File: config.mk
export PLATFORM = sky130hd
export DESIGN_NAME = dp_share_arbiter_flat
export DESIGN_NICKNAME = d
export VERILOG_FILES = /design/src/rtl/dp_share_arbiter_pkg.sv /design/src/rtl/dp_share_arbiter_if.sv /design/src/rtl/dp_share_arbiter_tag_pipe.sv /design/src/rtl/dp_share_arbiter.sv /design/src/flat_wrapper.sv
export SDC_FILE = /design/constraint.sdc
export NUM_CORES = 1
export LEC_CHECK = 0
export ABC_AREA = 1
export CORE_MARGIN = 4
export CORE_UTILIZATION = 45
export CTS_BUF_LIST = sky130_fd_sc_hd__clkbuf_8
export DETAILED_ROUTE_END_ITERATION = 7
export PLACE_DENSITY_LB_ADDON = 0.15
export SYNTH_ARGS = -nofsm -noshare
export SYNTH_HDL_FRONTEND = slang
export SYNTH_SLANG_ARGS = --single-unit
File: constraint.sdc
create_clock -name clk -period 2.9 [get_ports clk]
set_input_delay 0.58 -clock clk [delete_from_list [all_inputs] [get_ports clk]]
set_output_delay 0.58 -clock clk [all_outputs]
set_load 0.005 [all_outputs]
File: src/rtl/dp_share_arbiter_pkg.sv
// Shared types and constants for the two-requester datapath arbiter.
package dp_arb_pkg;

    localparam int OP_W = 3;

    typedef logic req_id_t;

    localparam logic [OP_W-1:0] OP_ADD = 3'b000;

    typedef struct packed {
        logic    valid;
        req_id_t id;
    } tag_t;

endpackage

File: src/rtl/dp_share_arbiter_if.sv
// Bundle of requester handshakes, datapath operand/result wires and tagged result return.
interface dp_share_arbiter_if #(
    parameter int N = 16
);
    import dp_arb_pkg::*;

    logic            req0_valid;
    logic            req0_ready;
    logic [N-1:0]    req0_a;
    logic [N-1:0]    req0_b;
    logic [OP_W-1:0] req0_op;

    logic            req1_valid;
    logic            req1_ready;
    logic [N-1:0]    req1_a;
    logic [N-1:0]    req1_b;
    logic [OP_W-1:0] req1_op;

    logic [N-1:0]    dp_a;
    logic [N-1:0]    dp_b;
    logic [OP_W-1:0] dp_op;
    logic [N-1:0]    dp_y;
    logic            dp_co;

    logic            res_valid;
    logic            res_id;
    logic [N-1:0]    res_y;
    logic            res_co;
    logic            busy;

    modport master (
        output req0_valid, req0_a, req0_b, req0_op,
        output req1_valid, req1_a, req1_b, req1_op,
        input  req0_ready, req1_ready,
        input  dp_a, dp_b, dp_op,
        output dp_y, dp_co,
        input  res_valid, res_id, res_y, res_co, busy
    );

    modport slave (
        input  req0_valid, req0_a, req0_b, req0_op,
        input  req1_valid, req1_a, req1_b, req1_op,
        output req0_ready, req1_ready,
        output dp_a, dp_b, dp_op,
        input  dp_y, dp_co,
        output res_valid, res_id, res_y, res_co, busy
    );

endinterface

File: src/rtl/dp_share_arbiter_tag_pipe.sv
// Delay line carrying each issued op's owner alongside the datapath latency.
module dp_tag_pipe
    import dp_arb_pkg::*;
#(
    parameter int DEPTH = 2
) (
    input  logic clk,
    input  logic rst,
    input  tag_t tag_in,
    output tag_t tag_out,
    output logic any_valid
);

    tag_t stage [DEPTH];

    // NOTE: sequential state uses non-blocking assignments so every stage samples its
    // predecessor's pre-edge value; blocking here would collapse the shift into one hop.
    // NOTE: this storage is reset, unlike a data RAM, because stale valid bits would
    // emit phantom results after reset.
    always_ff @(posedge clk or posedge rst) begin
        if (rst) begin
            for (int i = 0; i < DEPTH; i++) stage[i] <= '0;
        end else begin
            stage[0] <= tag_in;
            for (int i = 1; i < DEPTH; i++) stage[i] <= stage[i-1];
        end
    end

    always_comb begin
        any_valid = 1'b0;
        for (int i = 0; i < DEPTH; i++) any_valid = any_valid | stage[i].valid;
    end

    assign tag_out = stage[DEPTH-1];

endmodule

File: src/rtl/dp_share_arbiter.sv
// Round-robin issue of two requesters onto one pipelined datapath with tagged, in-order result return.
// Optional feature macro DP_ARB_STATS_EN adds saturating per-requester grant counters.
module dp_share_arbiter
    import dp_arb_pkg::*;
#(
    parameter int N    = 16,
    parameter int PIPE = 1
) (
    input logic               clk,
    input logic               rst,
    dp_share_arbiter_if.slave bus
`ifdef DP_ARB_STATS_EN
    ,
    output logic [15:0]       grant_cnt0,
    output logic [15:0]       grant_cnt1
`endif
);

    req_id_t         ptr;
    logic            grant0;
    logic            grant1;
    logic            grant;
    req_id_t         grant_id;
    logic [N-1:0]    sel_a;
    logic [N-1:0]    sel_b;
    logic [OP_W-1:0] sel_op;
    tag_t            tag_in;
    tag_t            tag_out;
    logic            tag_any;

    // NOTE: every signal is assigned on every pass through this block, so no latch is inferred.
    always_comb begin
        grant0   = bus.req0_valid && (!bus.req1_valid || ptr == 1'b0);
        grant1   = bus.req1_valid && (!bus.req0_valid || ptr == 1'b1);
        grant    = grant0 || grant1;
        grant_id = req_id_t'(grant1);
        sel_a    = grant1 ? bus.req1_a  : bus.req0_a;
        sel_b    = grant1 ? bus.req1_b  : bus.req0_b;
        sel_op   = grant1 ? bus.req1_op : bus.req0_op;
        tag_in   = '{valid: grant, id: grant_id};
    end

    assign bus.req0_ready = grant0;
    assign bus.req1_ready = grant1;

    always_ff @(posedge clk or posedge rst) begin
        if (rst) begin
            ptr       <= 1'b0;
            bus.dp_a  <= '0;
            bus.dp_b  <= '0;
            bus.dp_op <= '0;
        end else if (grant) begin
            ptr       <= ~grant_id;
            bus.dp_a  <= sel_a;
            bus.dp_b  <= sel_b;
            bus.dp_op <= sel_op;
        end
    end

    // One extra stage covers the operand register in front of the datapath.
    dp_tag_pipe #(
        .DEPTH(PIPE + 1)
    ) u_tag_pipe (
        .clk      (clk),
        .rst      (rst),
        .tag_in   (tag_in),
        .tag_out  (tag_out),
        .any_valid(tag_any)
    );

    always_ff @(posedge clk or posedge rst) begin
        if (rst) begin
            bus.res_valid <= 1'b0;
            bus.res_id    <= 1'b0;
            bus.res_y     <= '0;
            bus.res_co    <= 1'b0;
            bus.busy      <= 1'b0;
        end else begin
            bus.res_valid <= tag_out.valid;
            if (tag_out.valid) begin
                bus.res_id <= tag_out.id;
                bus.res_y  <= bus.dp_y;
                bus.res_co <= bus.dp_co;
            end
            // Pre-edge occupancy keeps busy high through the final result pulse.
            bus.busy <= grant || tag_any;
        end
    end

`ifdef DP_ARB_STATS_EN
    always_ff @(posedge clk or posedge rst) begin
        if (rst) begin
            grant_cnt0 <= '0;
            grant_cnt1 <= '0;
        end else begin
            if (grant0 && grant_cnt0 != 16'hFFFF) grant_cnt0 <= grant_cnt0 + 16'd1;
            if (grant1 && grant_cnt1 != 16'hFFFF) grant_cnt1 <= grant_cnt1 + 16'd1;
        end
    end
`endif

endmodule

File: src/flat_wrapper.sv
// flat-port wrapper written by rule: the top's interface ports become plain ports
module dp_share_arbiter_flat import dp_arb_pkg::*;
#(
    parameter int N    = 16,
    parameter int PIPE = 1
)
  (clk, rst, bus_req0_valid, bus_req0_a, bus_req0_b, bus_req0_op, bus_req1_valid, bus_req1_a, bus_req1_b, bus_req1_op, bus_req0_ready, bus_req1_ready, bus_dp_a, bus_dp_b, bus_dp_op, bus_dp_y, bus_dp_co, bus_res_valid, bus_res_id, bus_res_y, bus_res_co, bus_busy);
  dp_share_arbiter_if #(.N(N)) bus_i ();
  input logic clk;
  input logic rst;
  input wire logic [$bits(bus_i.req0_valid)-1:0] bus_req0_valid;
  input wire logic [$bits(bus_i.req0_a)-1:0] bus_req0_a;
  input wire logic [$bits(bus_i.req0_b)-1:0] bus_req0_b;
  input wire logic [$bits(bus_i.req0_op)-1:0] bus_req0_op;
  input wire logic [$bits(bus_i.req1_valid)-1:0] bus_req1_valid;
  input wire logic [$bits(bus_i.req1_a)-1:0] bus_req1_a;
  input wire logic [$bits(bus_i.req1_b)-1:0] bus_req1_b;
  input wire logic [$bits(bus_i.req1_op)-1:0] bus_req1_op;
  output wire logic [$bits(bus_i.req0_ready)-1:0] bus_req0_ready;
  output wire logic [$bits(bus_i.req1_ready)-1:0] bus_req1_ready;
  output wire logic [$bits(bus_i.dp_a)-1:0] bus_dp_a;
  output wire logic [$bits(bus_i.dp_b)-1:0] bus_dp_b;
  output wire logic [$bits(bus_i.dp_op)-1:0] bus_dp_op;
  input wire logic [$bits(bus_i.dp_y)-1:0] bus_dp_y;
  input wire logic [$bits(bus_i.dp_co)-1:0] bus_dp_co;
  output wire logic [$bits(bus_i.res_valid)-1:0] bus_res_valid;
  output wire logic [$bits(bus_i.res_id)-1:0] bus_res_id;
  output wire logic [$bits(bus_i.res_y)-1:0] bus_res_y;
  output wire logic [$bits(bus_i.res_co)-1:0] bus_res_co;
  output wire logic [$bits(bus_i.busy)-1:0] bus_busy;
  assign bus_i.req0_valid = bus_req0_valid;
  assign bus_i.req0_a = bus_req0_a;
  assign bus_i.req0_b = bus_req0_b;
  assign bus_i.req0_op = bus_req0_op;
  assign bus_i.req1_valid = bus_req1_valid;
  assign bus_i.req1_a = bus_req1_a;
  assign bus_i.req1_b = bus_req1_b;
  assign bus_i.req1_op = bus_req1_op;
  assign bus_req0_ready = bus_i.req0_ready;
  assign bus_req1_ready = bus_i.req1_ready;
  assign bus_dp_a = bus_i.dp_a;
  assign bus_dp_b = bus_i.dp_b;
  assign bus_dp_op = bus_i.dp_op;
  assign bus_i.dp_y = bus_dp_y;
  assign bus_i.dp_co = bus_dp_co;
  assign bus_res_valid = bus_i.res_valid;
  assign bus_res_id = bus_i.res_id;
  assign bus_res_y = bus_i.res_y;
  assign bus_res_co = bus_i.res_co;
  assign bus_busy = bus_i.busy;
  dp_share_arbiter #(.N(N), .PIPE(PIPE)) u_core (.clk(clk), .rst(rst), .bus(bus_i));
endmodule
# Yosys cells after proc, flatten, opt, wreduce, memory -nomap -nowiden
# Cells that the tools add are included.
[classes]
reduce_logical = 8
bitwise_logic = 3
n_mux = 3
[op_table]
columns = ["op", "n"]
rows = [
  ["2-to-1 mux 16 bit", 2],
  ["logical OR 1 bit", 4],
  ["2-to-1 mux 3 bit", 1],
  ["logical AND 1 bit", 2],
  ["logical NOT 1 bit", 2],
  ["inverter 1 bit", 2],
  ["OR 1 bit", 1],
]
[word_totals]
regBits = 60
output_inout_bits = 57
inputBits = 91
elab_cells = 27

# Depth between registers and ports, before layout
[logic_depth]
word_depth = 5
ltp_mapped = 7
depth_no_buf = 5

# Modules after synthesis
# A second synthesis with hierarchy kept.
[hier_totals]
hier_cells = 405
area_unflattened_um2 = 3056.7
[by_module_without_submodules]
columns = ["module", "n_inst", "seq_area_each_um2", "area_each_um2", "cells_per_inst"]
rows = [
  ["dp_share_arbiter", 1, 1401.3, 2926.6, 395],
  ["dp_tag_pipe", 1, 100.1, 130.1, 10],
]

# Worst setup path after synthesis
# OpenSTA, ideal clock, no wires.
[synth_timing]
path_kind = "input -> output"
startpoint = "input bus_req0_valid"
endpoint = "output bus_req1_ready"
required_time_ns = 2.320
n_path_buf = 2
path_stages = 5
arrival_ns = 1.102
path_slack_ns = 1.218
cell_sequence = "buf_2 nand2_1 nand2_1 buf_2 inv_1"
[synth_between]
elab_chain_len = 3
[synth_rtl]
columns = ["item", "line", "rtl"]
rows = [
  ["start: declaration", "flat_wrapper.sv:11", "input wire logic [$bits(bus_i.req0_valid)-1:0] bus_req0_valid;"],
  ["logical NOT 1 bit", "dp_share_arbiter.sv:34", "grant1 = bus.req1_valid && (!bus.req0_valid || ptr == 1'b1);"],
  ["logical OR 1 bit", "dp_share_arbiter.sv:34", ""],
  ["logical AND 1 bit", "dp_share_arbiter.sv:34", ""],
  ["end: declaration", "flat_wrapper.sv:20", "output wire logic [$bits(bus_i.req1_ready)-1:0] bus_req1_ready;"],
]
# No other way between the ends.

# Final worst setup path
# Ends and elaborated chain as after synthesis.

==> run summary <==
Setup Skew -> 0.00822 ns
Vias/cell -> 4.86
Num CTS Buffers -> 9
Status -> completed
WS Path Type -> primary input to primary output
Area growth syn-to-layout -> 57.7%
Synth Warn # -> 0
CP required -> 2.32 ns
CP peak stage delay -> 0.52 ns
Via count -> 3,027
Pre-Repair DR Iteration Count -> 5
Mapped Cells -> 402
R2R cell count -> 6
Worst Max-Slew Pin Slew -> 0.577 ns
Max-slew violations -> 0
Commonest non-fill, non-tap cell in the layout -> nand2_1
Clock Sinks -> 60
Initial antenna violation count -> 0
CTS clk-pin slew, worst paths -> 0.07 ns
Post-CTS Resized -> 0
Dpl ws -> 0.511 ns
Crit path DAT -> 1.79 ns
Most frequent cells in the layout -> nand2_1 (167), clkdlybuf4s50_1 (147), nand3_1 (101)
Drt first-iter violations -> 119
Num rows -> 29
Slew headroom -> 61.5%
Overflow after GRT -> 0
Synth Cell Area -> 2970 µm²
Crit-path slowest cell -> clkdlybuf4s50_1
Final setup viols -> 0
Synthesized area per cell -> 7.38 µm²
Flops & latches, synth -> 60
Syn Nets -> 493
FMAX -> 0.422 GHz
Chip Height -> 89.2 µm
Ant. Diodes -> 0
Fin crit share -> 81.8%
Reg2reg setup slack -> 1.66 ns
Maxcap violations -> 0
RSZ-0062 raised after global routing -> no
Vias in the first global route -> 2,839
TritonCTS clock tree -> done
First-pass GRT wire length -> 13.3 mm
Post-layout min period -> 2.37 ns
Sequential-to-total area share from yosys stat -> 50.6%
DIE AREA -> 7960 µm²
CORE AREA -> 6390 µm²
Worst skew pair latency -> 0.33 ns
Count of hold-fix buffers inserted at cts -> 0
DRC viols -> 0
Die width -> 89.2 µm
Final wirelength -> 8.20 mm
Fin worst setup slack -> 0.528 ns
Post-CTS Repair Setup Buffers -> 0
CP Launch Type -> primary input
Worst vdd ir -> 0.000359 V
CTS root buffer -> clkbuf_8
Crit. End Element -> primary output
Hold crit path type -> flip-flop to flip-flop
Post-DP HPWL -> 5.78 mm
# nets final -> 632
Routed length per instance -> 13.2 µm
Ports -> 148
Fin Setup TNS -> 0 ns
Library cells used by synthesis -> 13
Power Density -> 518 nW/µm²
CTS Buffer Depth -> 2
Initial Util -> 46.5%
Hold WS -> 0.351 ns
Share of cells above drive strength 1 -> 5.13%
Filler cell count in the final layout -> 518
Largest net degree at the start of global routing -> 44
Cell chain of the critical path -> clkdlybuf4s50_1, nand2_1, nand2_1, inv_1, clkdlybuf4s50_1
Final GP Congestion -> 0.772
Final ANT Viol Nets -> 0
H-tree levels -> 3
I/O Buffers -> 147
CP max FO -> 3
Hold Path Depth -> 0
Pleak -> 2.37 nW
Final hold violation count -> 0
Total track usage -> 21.8%
## cell type report
cell class | instances | area, µm² | area share [%]
Sequential cell | 60 | 1500 | 32.1
Clock inverter | 5 | 51.3 | 1.10
Timing Repair Buffer | 156 | 1560 | 33.4
Inverter | 41 | 154 | 3.29
Clock buffer | 11 | 151 | 3.24
Multi-Input combinational cell | 273 | 1160 | 24.8
Tap cell | 77 | 96.3 | 2.06
## synthesized netlist by cell type
cell	number	share of area (%)
inv_1	40	5.1
buf_6	2	0.76
buf_4	2	0.51
dfrtp_1	60	51
clkbuf_1	3	0.38
nand2_1	167	21
nor2_1	1	0.13
o21ai_0	1	0.17
buf_2	19	3.2
clkinv_1	1	0.13
nand3_1	101	17
nand2_2	3	0.63
buf_1	2	0.25
## registers in the layout (all words and copies together) (netlist names)
signal and flops:
u_core.bus.res_id 1, u_core.bus.dp_b 16, u_core.u_tag_pipe.tag_out 2, u_core.bus.busy 1
u_core.u_tag_pipe.stage 2, u_core.ptr 1, u_core.bus.dp_op 3, u_core.bus.res_y 16
u_core.bus.dp_a 16, u_core.bus.res_co 1, u_core.bus.res_valid 1
## routing by layer
layer	up-vias	GRT usage (%)	part of all wire [%]	wire length (µm)
met4	0	7.44	0.95	78
met5	-	0	0	0
li1	1525	-	-	-
met3	8	7.00	10	839
met1	1384	26.3	41	3390
met2	110	36.7	48	3900
## cell families after synthesis
logic type             synth area share, %
and+or+nand+nor                       38.9
buffers and inverters                 10.3
DFF                                   50.6
AOI/OAI and AO/OA                    0.169
## through the flow
step	instances	cell area, µm²	util (%)	total power [mW]
floorplan	402	2970	-	1.29
global placement	607	4480	70.1	1.68
detailed placement	607	4480	70.1	1.70
CTS	623	4680	73.3	2.45
global route	623	4680	73.3	2.58
finish	623	4680	73.3	2.42
## worst paths after layout
check	endpoint	start
setup / recovery	bus_req1_ready	bus_req0_valid
hold / removal	u_core.u_tag_pipe.tag_out[0]	u_core.u_tag_pipe.stage[2]
setup reg to reg	u_core.bus.dp_a[7]	u_core.ptr
hold reg to reg	u_core.u_tag_pipe.tag_out[0]	u_core.u_tag_pipe.stage[2]
max in group asynchronous	u_core.bus.res_y[3]	rst
min in group asynchronous	u_core.bus.dp_a[1]	rst
## worst max-delay path: cells and delay by family
family                 cells  cell delay [ns]
AND/OR/NAND/NOR            2             0.17
buffers and inverters      3             1.04
## power breakdown
part	internal, mW	switching (mW)
logic	0.387	0.275
clock network	0.438	0.314
registers	0.950	0.0589
Power figures use the tool's default switching activity.
